$ cat config.mk
export PLATFORM = sky130hd
export DESIGN_NAME = seven_seg_scan_decoder
export DESIGN_NICKNAME = d
export VERILOG_FILES = /design/src/rtl/seven_seg_scan_decoder.sv
export SDC_FILE = /design/constraint.sdc
export NUM_CORES = 1
export LEC_CHECK = 0
export BUFFER_PORTS_ARGS = -buffer_cell sky130_fd_sc_hd__buf_2
export CAP_MARGIN = 20
export CORE_MARGIN = 5
export CORE_UTILIZATION = 35
export CTS_CLUSTER_SIZE = 25
export DETAILED_ROUTE_END_ITERATION = 10
export PLACE_DENSITY_LB_ADDON = 0.1
export SLEW_MARGIN = 20
export SYNTH_ARGS = -nofsm -noshare
export SYNTH_HDL_FRONTEND = slang
export SYNTH_SLANG_ARGS = --single-unit
$ cat constraint.sdc
create_clock -name clk -period 2.4 [get_ports clk]
set_input_delay 0.36 -clock clk [delete_from_list [all_inputs] [get_ports clk]]
set_output_delay 0.36 -clock clk [all_outputs]
set_load 0.01 [all_outputs]
$ cat src/rtl/seven_seg_scan_decoder.sv
// Passive monitor for a four-digit multiplexed seven-segment bus: rebuilds the shown hex digits
// and decimal points from the pins, pulses on complete frames and illegal captures, and flags a stalled scan.
module seven_seg_scan_decoder #(
  parameter int unsigned SETTLE_CYCLES  = 4,
  parameter int unsigned TIMEOUT_CYCLES = 4096
) (
  input  logic        clk,
  input  logic        reset,
  input  logic        an3,
  input  logic        an2,
  input  logic        an1,
  input  logic        an0,
  input  logic        a,
  input  logic        b,
  input  logic        c,
  input  logic        d,
  input  logic        e,
  input  logic        f,
  input  logic        g,
  input  logic        dp,
  output logic [15:0] digits,
  output logic [3:0]  dp_mask,
  output logic        frame_valid,
  output logic        bad_pattern,
  output logic        stale
);

  localparam int unsigned SW = $clog2(SETTLE_CYCLES + 1);
  localparam int unsigned TW = $clog2(TIMEOUT_CYCLES + 1);
  localparam logic [SW-1:0] SettleMax = SW'(SETTLE_CYCLES);
  localparam logic [SW-1:0] SettleHit = SW'(SETTLE_CYCLES - 2);
  localparam logic [TW-1:0] TmoMax    = TW'(TIMEOUT_CYCLES);
  localparam logic [TW-1:0] TmoHit    = TW'(TIMEOUT_CYCLES - 1);

  logic [11:0]   w_pins;
  logic [11:0]   r_sync1, r_sync2, r_prev;
  logic [SW-1:0] r_stab_cnt;
  logic [TW-1:0] r_tmo_cnt;
  logic [3:0]    r_seen;

  logic          w_same, w_capture;
  logic [3:0]    w_an_low;
  logic [6:0]    w_seg_lit;
  logic          w_dp_lit;
  logic          w_blank, w_one_hot;
  logic [3:0]    w_nib;
  logic          w_seg_ok;
  logic          w_valid, w_bad, w_frame, w_tmo_hit;
  logic [3:0]    w_seen_nxt;
  logic [15:0]   w_digits_nxt;
  logic [3:0]    w_dp_nxt;

  assign w_pins = {an3, an2, an1, an0, a, b, c, d, e, f, g, dp};

  always_ff @(posedge clk or negedge reset) begin
    if (!reset) begin
      r_sync1    <= '1;
      r_sync2    <= '1;
      r_prev     <= '1;
      r_stab_cnt <= '0;
    end else begin
      r_sync1 <= w_pins;
      r_sync2 <= r_sync1;
      r_prev  <= r_sync2;
      if (!w_same)                  r_stab_cnt <= '0;
      else if (r_stab_cnt < SettleMax) r_stab_cnt <= r_stab_cnt + SW'(1);
    end
  end

  // Fires once per stable interval, when the count steps onto SETTLE_CYCLES-1.
  assign w_same    = (r_sync2 == r_prev);
  assign w_capture = w_same && (r_stab_cnt == SettleHit);

  assign w_an_low  = ~r_sync2[11:8];
  assign w_seg_lit = ~r_sync2[7:1];
  assign w_dp_lit  = ~r_sync2[0];
  assign w_blank   = (w_an_low == 4'h0);
  assign w_one_hot = !w_blank && ((w_an_low & (w_an_low - 4'd1)) == 4'h0);

  always_comb begin
    w_nib    = 4'h0;
    w_seg_ok = 1'b1;
    case (w_seg_lit)
      7'b1111110: w_nib = 4'h0;
      7'b0110000: w_nib = 4'h1;
      7'b1101101: w_nib = 4'h2;
      7'b1111001: w_nib = 4'h3;
      7'b0110011: w_nib = 4'h4;
      7'b1011011: w_nib = 4'h5;
      7'b1011111: w_nib = 4'h6;
      7'b1110000: w_nib = 4'h7;
      7'b1111111: w_nib = 4'h8;
      7'b1111011: w_nib = 4'h9;
      7'b1110111: w_nib = 4'hA;
      7'b0011111: w_nib = 4'hB;
      7'b1001110: w_nib = 4'hC;
      7'b0111101: w_nib = 4'hD;
      7'b1001111: w_nib = 4'hE;
      7'b1000111: w_nib = 4'hF;
      default:    w_seg_ok = 1'b0;
    endcase
  end

  assign w_valid    = w_capture && w_one_hot && w_seg_ok;
  assign w_bad      = w_capture && !w_blank && !(w_one_hot && w_seg_ok);
  assign w_seen_nxt = r_seen | w_an_low;
  assign w_frame    = w_valid && (w_seen_nxt == 4'hF);
  assign w_tmo_hit  = !w_valid && (r_tmo_cnt == TmoHit);

  always_comb begin
    w_digits_nxt = digits;
    w_dp_nxt     = dp_mask;
    for (int k = 0; k < 4; k++) begin
      if (w_an_low[k]) begin
        w_digits_nxt[4*k +: 4] = w_nib;
        w_dp_nxt[k]            = w_dp_lit;
      end
    end
  end

  always_ff @(posedge clk or negedge reset) begin
    if (!reset) begin
      digits      <= 16'h0000;
      dp_mask     <= 4'h0;
      frame_valid <= 1'b0;
      bad_pattern <= 1'b0;
      stale       <= 1'b1;
      r_seen      <= 4'h0;
      r_tmo_cnt   <= '0;
    end else begin
      frame_valid <= w_frame;
      bad_pattern <= w_bad;
      if (w_valid) begin
        digits    <= w_digits_nxt;
        dp_mask   <= w_dp_nxt;
        r_seen    <= w_frame ? 4'h0 : w_seen_nxt;
        r_tmo_cnt <= '0;
        stale     <= 1'b0;
      end else begin
        if (r_tmo_cnt < TmoMax) r_tmo_cnt <= r_tmo_cnt + TW'(1);
        if (w_tmo_hit) begin
          stale  <= 1'b1;
          r_seen <= 4'h0;
        end
      end
    end
  end

endmodule

# Yosys cells after proc, flatten, opt, wreduce, memory -nomap -nowiden

Cells that the tools add are included.

Word-level logic and storage cells: 80
Input bits: 14
Output and inout bits: 23
Bits in registers: 79

Order comparisons: 2
Bitwise gates (word level): 5
Equal/unequal tests: 21
Multiplexer cells: 11
$add $sub $neg: 3
Reductions and logical operators: 21

Operators with widths:

| cell                                              | count |
|---|---|
| == test 7 bit (second input constant)             | 12 |
| one-hot mux 4 bit (15 select lines)               | 1 |
| two-way mux 13 bit                                | 2 |
| == test 7 x 6 -> 1 bit (second input constant)    | 3 |
| OR reduction 16 bit                               | 1 |
| adder 13 x 1 -> 13 bit (second input constant)    | 1 |
| == test 13 x 12 -> 1 bit (second input constant)  | 1 |
| < comparator 13 bit (second input constant)       | 1 |
| == test 12 bit                                    | 1 |
| two-way mux 4 bit                                 | 3 |
| logical AND 1 bit                                 | 9 |
| logical NOT 4 bit                                 | 2 |
| AND reduction 2 bit                               | 4 |
| == test 7 x 5 -> 1 bit (second input constant)    | 1 |
| NOT 7 bit                                         | 1 |
| two-way mux 3 bit                                 | 2 |
| bitwise AND 4 bit                                 | 1 |
| == test 4 bit (second input constant)             | 1 |
| NOT 4 bit                                         | 1 |
| bitwise OR 4 bit                                  | 1 |
| nonzero test 2 bit                                | 2 |
| subtractor 4 x 1 -> 4 bit (second input constant) | 1 |
| adder 3 x 1 -> 3 bit (second input constant)      | 1 |
| == test 3 x 2 -> 1 bit (second input constant)    | 1 |
| other kinds (5)                                   | 9 |

# Longest topological paths before layout

Depth in word-level cells: 11
Depth in mapped cells: 9
Depth with buffers taken out: 7

# Worst setup path before layout

OpenSTA, ideal clock, no wires.

Path type: register -> register
Start: register r_sync2[9]
End: register digits[0]
Clock period less this slack: 2.590 ns
Required time: 2.275 ns
Path buffers: 2
Arrival time: 2.465 ns
Stages on the path, launching flop included: 9
Setup slack: -0.190 ns
Setup time: 0.125 ns
Cells stage by stage: dfstp_2 -> clkbuf_1 -> xor2_1 -> nor4_1 -> nand3_2 -> a2111o_1 -> or3_1 -> buf_6 -> mux2_4

Longest elaborated chain between the ends: 8
Elaborated cells between the ends (all ways): 12
Those cells by class: add/sub (1); eq/ne (1); bitwise (2); reduce/logical (8)

Ends and longest elaborated chain:

| element                                | RTL line | RTL |
|---|---|---|
| from (decl)                            | 36       | `logic [11:0] r_sync1, r_sync2, r_prev;` |
| from (signal assigned)                 | 63       | `r_sync2 <= r_sync1;` |
| NOT 4 bit                              | 74       | `assign w_an_low = ~r_sync2[11:8];` |
| subtractor 4 x 1 -> 4 bit              | 78       | `assign w_one_hot = !w_blank && ((w_an_low & (w_an_low - 4'd1)) == 4'h0);` |
| bitwise AND 4 bit                      | 78       |  |
| logical NOT 4 bit                      | 78       |  |
| logical AND 1 bit                      | 78       |  |
| logical AND 1 bit * (2 in a row)       | 104      | `assign w_valid = w_capture && w_one_hot && w_seg_ok;` |
| AND reduction 2 bit (no source line) * | n/a      |  |
| to (signal assigned)                   | 134      | `digits <= w_digits_nxt;` |
| to (decl)                              | 21       | `output logic [15:0] digits,` |

Mark *: on every way between the ends. The rest lies on a longest branch, timed or not.
A chain may end at the register's enable or synchronous reset.

# Worst setup path in the final report

Start: register r_sync2[7]
End: register digits[1]

Longest elaborated chain between the ends: 6
Elaborated cells between the ends (all ways): 25
Those cells by class: eq/ne (17); mux (2); bitwise (1); reduce/logical (5)

Ends and longest elaborated chain:

| element                               | RTL line | RTL |
|---|---|---|
| NOT 7 bit                             | 75       | `assign w_seg_lit = ~r_sync2[7:1];` |
| == test 7 bit (tied with other cells) | 83       | `case (w_seg_lit)` |
| OR reduction 16 bit (no source line)  | n/a      |  |
| two-way mux 1 bit                     | 83       |  |
| logical AND 1 bit                     | 104      |  |
| AND reduction 2 bit (no source line)  | n/a      |  |

Parallel ways exist; a longest one is shown, timed or not.

==> results.md <==
| Step | Quantity | Reported |
|---|---|---|
| critical path | Cell with the largest stage delay on the worst path | sky130_fd_sc_hd__dfstp_2 |
| drt | Drt wl/cell | 13.8 µm |
| synth | Sequential area share after synthesis | 0.583 |
| cts | CTS H-tree lvls | 3 |
| place | Routability-driven placement congestion ratio | 0.751 |
| drt | Number of DRC violations after detailed routing | 0 |
| sta | Fin crit period | 2.39 ns |
| drt | Initial drt markers | 182 |
| power and ir drop | Leakage Power | 0.00202 µW |
| critical path | Largest fanout of any net on the critical path | 5 |
| cts | Number of clock sinks | 79 |
| cts | Latest clock arrival within the worst-skew pair | 0.36 ns |
| global routing | Total overflow reported by the global router | 0 |
| synth | Largest cells by area after synthesis | sky130_fd_sc_hd__dfrtp_1, sky130_fd_sc_hd__dfstp_2, sky130_fd_sc_hd__mux2_4, sky130_fd_sc_hd__xor2_1, sky130_fd_sc_hd__nor2_1 |
| floorplanning | Initial standard-cell utilization of the core | 0.356 |
| cts | Hold_buf cts | 0 |
| synth | Synth top area share | 0.303 |
| drt | Via Count | 2232 |
| floorplanning | IO Count | 37 |
| critical path | Arr. time, crit path | 2.63 ns |
| critical path | Type of element launching the critical path | register |
| synth | Largest family of logic cells by synthesized area | simple AND/OR/NAND/NOR gates |
| drt | Mean number of vias per cell | 4.66 |
| global routing | Number of global-route vias before repair | 2221 |
| synth | Synthesized cell area | 3470 µm² |
| synth | XOR/XNOR Fraction of Synth Area | 0.0657 |
| sta | Number of endpoints with negative hold slack in the final report | 0 |
| finish | Ratio of cells with drive above 1 in the final layout | 0.451 |
| synth | Cell accounting for the most synthesized area | sky130_fd_sc_hd__dfrtp_1 |
| finish | Antenna diode instance count | 0 |
| synth | Count of yosys warnings during synthesis | 0 |
| cts | Number of buffers created by CTS | 9 |
| sta | Final-report max-slew violation count | 0 |
| finish | Final Instance Area | 4260 µm² |
| job | Number of max-cap violations | 0 |
| global routing | Largest net degree at the start of global routing | 56 |
| finish | Layout Nets | 358 |
| place | Quantity of I/O buffers inserted on ports | 36 |
| synth | Post-synthesis share of cell area spent on and, or, nand and nor gates | 0.138 |
| place | Area after detailed placement | 3930 µm² |
| drt | Total wirelength of the detailed-routed design | 6.61 mm |
| synth | Most instantiated library cell after synthesis | sky130_fd_sc_hd__dfrtp_1 |
| floorplanning | Chip Width | 110 µm |
| synth | EDFF count, synth | 0 |
| sta | Achievable Freq | 419 MHz |
| sta | Rel. slew slack | 0.537 |
| finish | Area added between synthesis and finish | 22.8% |
| sta | Final setup vio count | 0 |
| synth | Adder and majority cell fraction of the synthesized area | 0.0137 |
| power and ir drop | Seq pwr share | 0.562 |
| synth | Flop and latch count out of synthesis | 79 |
| power and ir drop | Portion of total power attributed to the clock network | 0.372 |
| cts | Clock root buffer | sky130_fd_sc_hd__clkbuf_8 |
| critical path | Critical path endpoint category | register |
| global routing | First-pass GRT wire length | 11.2 mm |
| synth | Most used flip-flop cell after synthesis | sky130_fd_sc_hd__dfrtp_1 |
| synth | Avg Inst Size Synth | 12.5 µm² |
| critical path | Longest individual stage delay on the worst path | 0.56 ns |
| drt | Detailed-router iteration count before antenna repair | 4 |
| drt | ANT nets after route | 0 |
| finish | Area occupied by multi-input gates | 1390 µm² |
| cts | Clock tree from TritonCTS | done |
| cts | Clock Path Buffers | 2 |
| critical path | Critical path class | reg2reg |
| critical path | Required time at the endpoint of the critical path | 2.65 ns |
| sta | Setup repair after global routing missed its margin | yes |
| power and ir drop | Max IR drop VDD | 0.394 mV |
| global routing | Global routing usage summed across all routing layers | 0.121 |
| sta | Share of the clock period used by the worst path | 0.995 |
| synth | Proportion of synthesized flip-flops having asynchronous set or reset | 1.00 |
| synth | Distinct cell type count of the synthesized netlist | 48 |
| power and ir drop | Sw Share | 0.260 |
| outcome | Run status | finished, final reports clean |
| floorplanning | Total die area | 12000 µm² |
| finish | Fill cell total of the finished layout | 958 |
| place | Detailed-placement wirelength estimate | 4.57 mm |
| synth | Cell count after synthesis | 278 |
| floorplanning | Floorplan row count | 36 |
| synth | Mux contribution to synthesized area | 0.0837 |
| sta | Skew final | 0.0118 ns |
| cts | CTS clk-pin slew, worst paths | 0.09 ns |
| synth | Commonest cells in the synthesized netlist | sky130_fd_sc_hd__dfrtp_1, sky130_fd_sc_hd__dfstp_2, sky130_fd_sc_hd__nor2_1, sky130_fd_sc_hd__xor2_1, sky130_fd_sc_hd__mux2_4 |
| floorplanning | Die Ht | 110 µm |
| sta | Pin slew with the least headroom to its limit | 0.694 ns |
| power and ir drop | Power density cells | 587 nW/µm² |
| finish | Final cell utilization of the core | 0.438 |
| power and ir drop | Combinational Power Share | 0.066 |
| power and ir drop | Switching component of the power | 650 µW |
| synth | Share of the synthesized area in compound gates (AO/OA/AOI/OAI) | 0.0711 |
| synth | Number of nets produced by synthesis | 295 |
| global routing | Number of antenna violations at the first check in global routing | 0 |
| finish | Footprint of the flip-flops and latches | 2020 µm² |
| floorplanning | Core area | 9730 µm² |
| min path | Worst min-delay path category | in2async |
| power and ir drop | Internal power | 1850 µW |
| critical path | Critical path cell sequence | xor2_1, nor4_2, buf_4, nand3_4, a2111o_1, or3_4, mux2_4 |
==> through the flow <==
step / worst slack (ns) / setup TNS (ns) / std cells / hold WS, ns / total power (µW)
finish: 0.0132 / 0 / 479 / 0.0391 / 2500
global route: -0.117 / -2.85 / 479 / 0.0537 / 2620
CTS: -0.0249 / -0.293 / 477 / 0.0572 / 2540
detailed placement: -0.188 / -3.38 / 459 / 0.347 / 1580
global placement: -0.174 / -3.10 / 459 / 0.346 / 1580
floorplan: -0.0561 / -0.898 / 278 / 0.0644 / 1510
==> repair_timing <==
item / 4_1_cts / 5_1_grt
resized for setup: 8 / 17
cloned: 0 / 1
setup buffers: 2 / 1
setup endpoints to repair: 34 / 40
hold endpoints to repair: 0 / 0
pin swaps: 1 / 3
==> worst paths after layout <==
path	start	endpoint	slack, ns	cells after the start
worst max-delay path	r_sync2[7]$_DFF_PN1_	digits[1]$_DFFE_PN0P_	0.01	7
worst min-delay path	reset	digits[3]$_DFFE_PN0P_	0.04	1
worst max register to register	r_sync2[7]$_DFF_PN1_	digits[1]$_DFFE_PN0P_	0.01	7
worst min register to register	r_sync1[8]$_DFF_PN1_	r_sync2[8]$_DFF_PN1_	0.36	0
max in group asynchronous	reset	r_sync1[10]$_DFF_PN1_	1.63	2
min in group clk	an1	r_sync1[9]$_DFF_PN1_	0.09	1
==> layout make-up <==
class | count | share of cell area
tap | 133 | 0.0391
clock inverter | 7 | 0.0144
multi-input combinational | 169 | 0.326
sequential | 79 | 0.475
timing repair buffer | 69 | 0.105
clock buffer | 9 | 0.0291
inverter | 13 | 0.0115
==> cells by family after synthesis <==
kind of cell,after synthesis
simple gates,83
flops,79
compound gates,35
buf+inv,30
xor+xnor,26
mux,21
fa+ha+maj,4
==> cell usage in the layout (no fill, tap or decap), types with 2 or more instances in the layout <==
cell,count
sky130_fd_sc_hd__a2111o_1,5
sky130_fd_sc_hd__a211oi_1,2
sky130_fd_sc_hd__a21oi_1,7
sky130_fd_sc_hd__a21oi_2,2
sky130_fd_sc_hd__and3_1,5
sky130_fd_sc_hd__and3b_1,4
sky130_fd_sc_hd__and4_1,2
sky130_fd_sc_hd__buf_2,35
sky130_fd_sc_hd__buf_4,30
sky130_fd_sc_hd__buf_6,4
sky130_fd_sc_hd__clkbuf_8,9
sky130_fd_sc_hd__clkinv_4,2
sky130_fd_sc_hd__dfrtp_1,42
sky130_fd_sc_hd__dfstp_2,37
sky130_fd_sc_hd__ha_1,3
sky130_fd_sc_hd__inv_1,13
sky130_fd_sc_hd__inv_6,3
sky130_fd_sc_hd__mux2_4,16
sky130_fd_sc_hd__mux2i_1,5
sky130_fd_sc_hd__nand2_1,4
sky130_fd_sc_hd__nand2b_1,4
sky130_fd_sc_hd__nand3_1,7
sky130_fd_sc_hd__nand4_1,2
sky130_fd_sc_hd__nor2_1,26
sky130_fd_sc_hd__nor2b_1,4
sky130_fd_sc_hd__nor3_1,5
sky130_fd_sc_hd__nor4_2,3
sky130_fd_sc_hd__o211ai_1,2
sky130_fd_sc_hd__o21ai_0,7
sky130_fd_sc_hd__or3_4,4
sky130_fd_sc_hd__xnor2_1,4
sky130_fd_sc_hd__xor2_1,22
==> power groups by stage <==
| stage | Combinational, µW | Clock [µW] | Sequential (µW) |
|---|---|---|---|
| 2_1_floorplan | 81.9 | 0 | 1420 |
| 3_3_place_gp | 156 | 0 | 1430 |
| 3_5_place_dp | 156 | 0 | 1430 |
| 4_1_cts | 162 | 973 | 1400 |
| 5_1_grt | 186 | 1030 | 1410 |
| 6_report | 165 | 930 | 1400 |
==> critical path, delay by kind of cell (launching register included) <==
kind / cells / cell delay [ns]
buf+inv: 1 / 0.17
compound gates: 1 / 0.38
mux: 1 / 0.31
flops: 1 / 0.56
xor+xnor: 1 / 0.08
simple gates: 3 / 0.78
==> per-layer routing <==
layer	track usage	share of wire
met5	0	0
met3	0.0382	0.051
met4	0.0534	0.017
met2	0.177	0.44
met1	0.165	0.49
==> sequential cells by signal, indices dropped and copies added (netlist names), 3 cells and up <==
name	flops
digits	16
dp_mask	4
r_prev	12
r_seen	4
r_stab_cnt	3
r_sync1	12
r_sync2	12
r_tmo_cnt	13
Power figures use the tool's default switching activity.
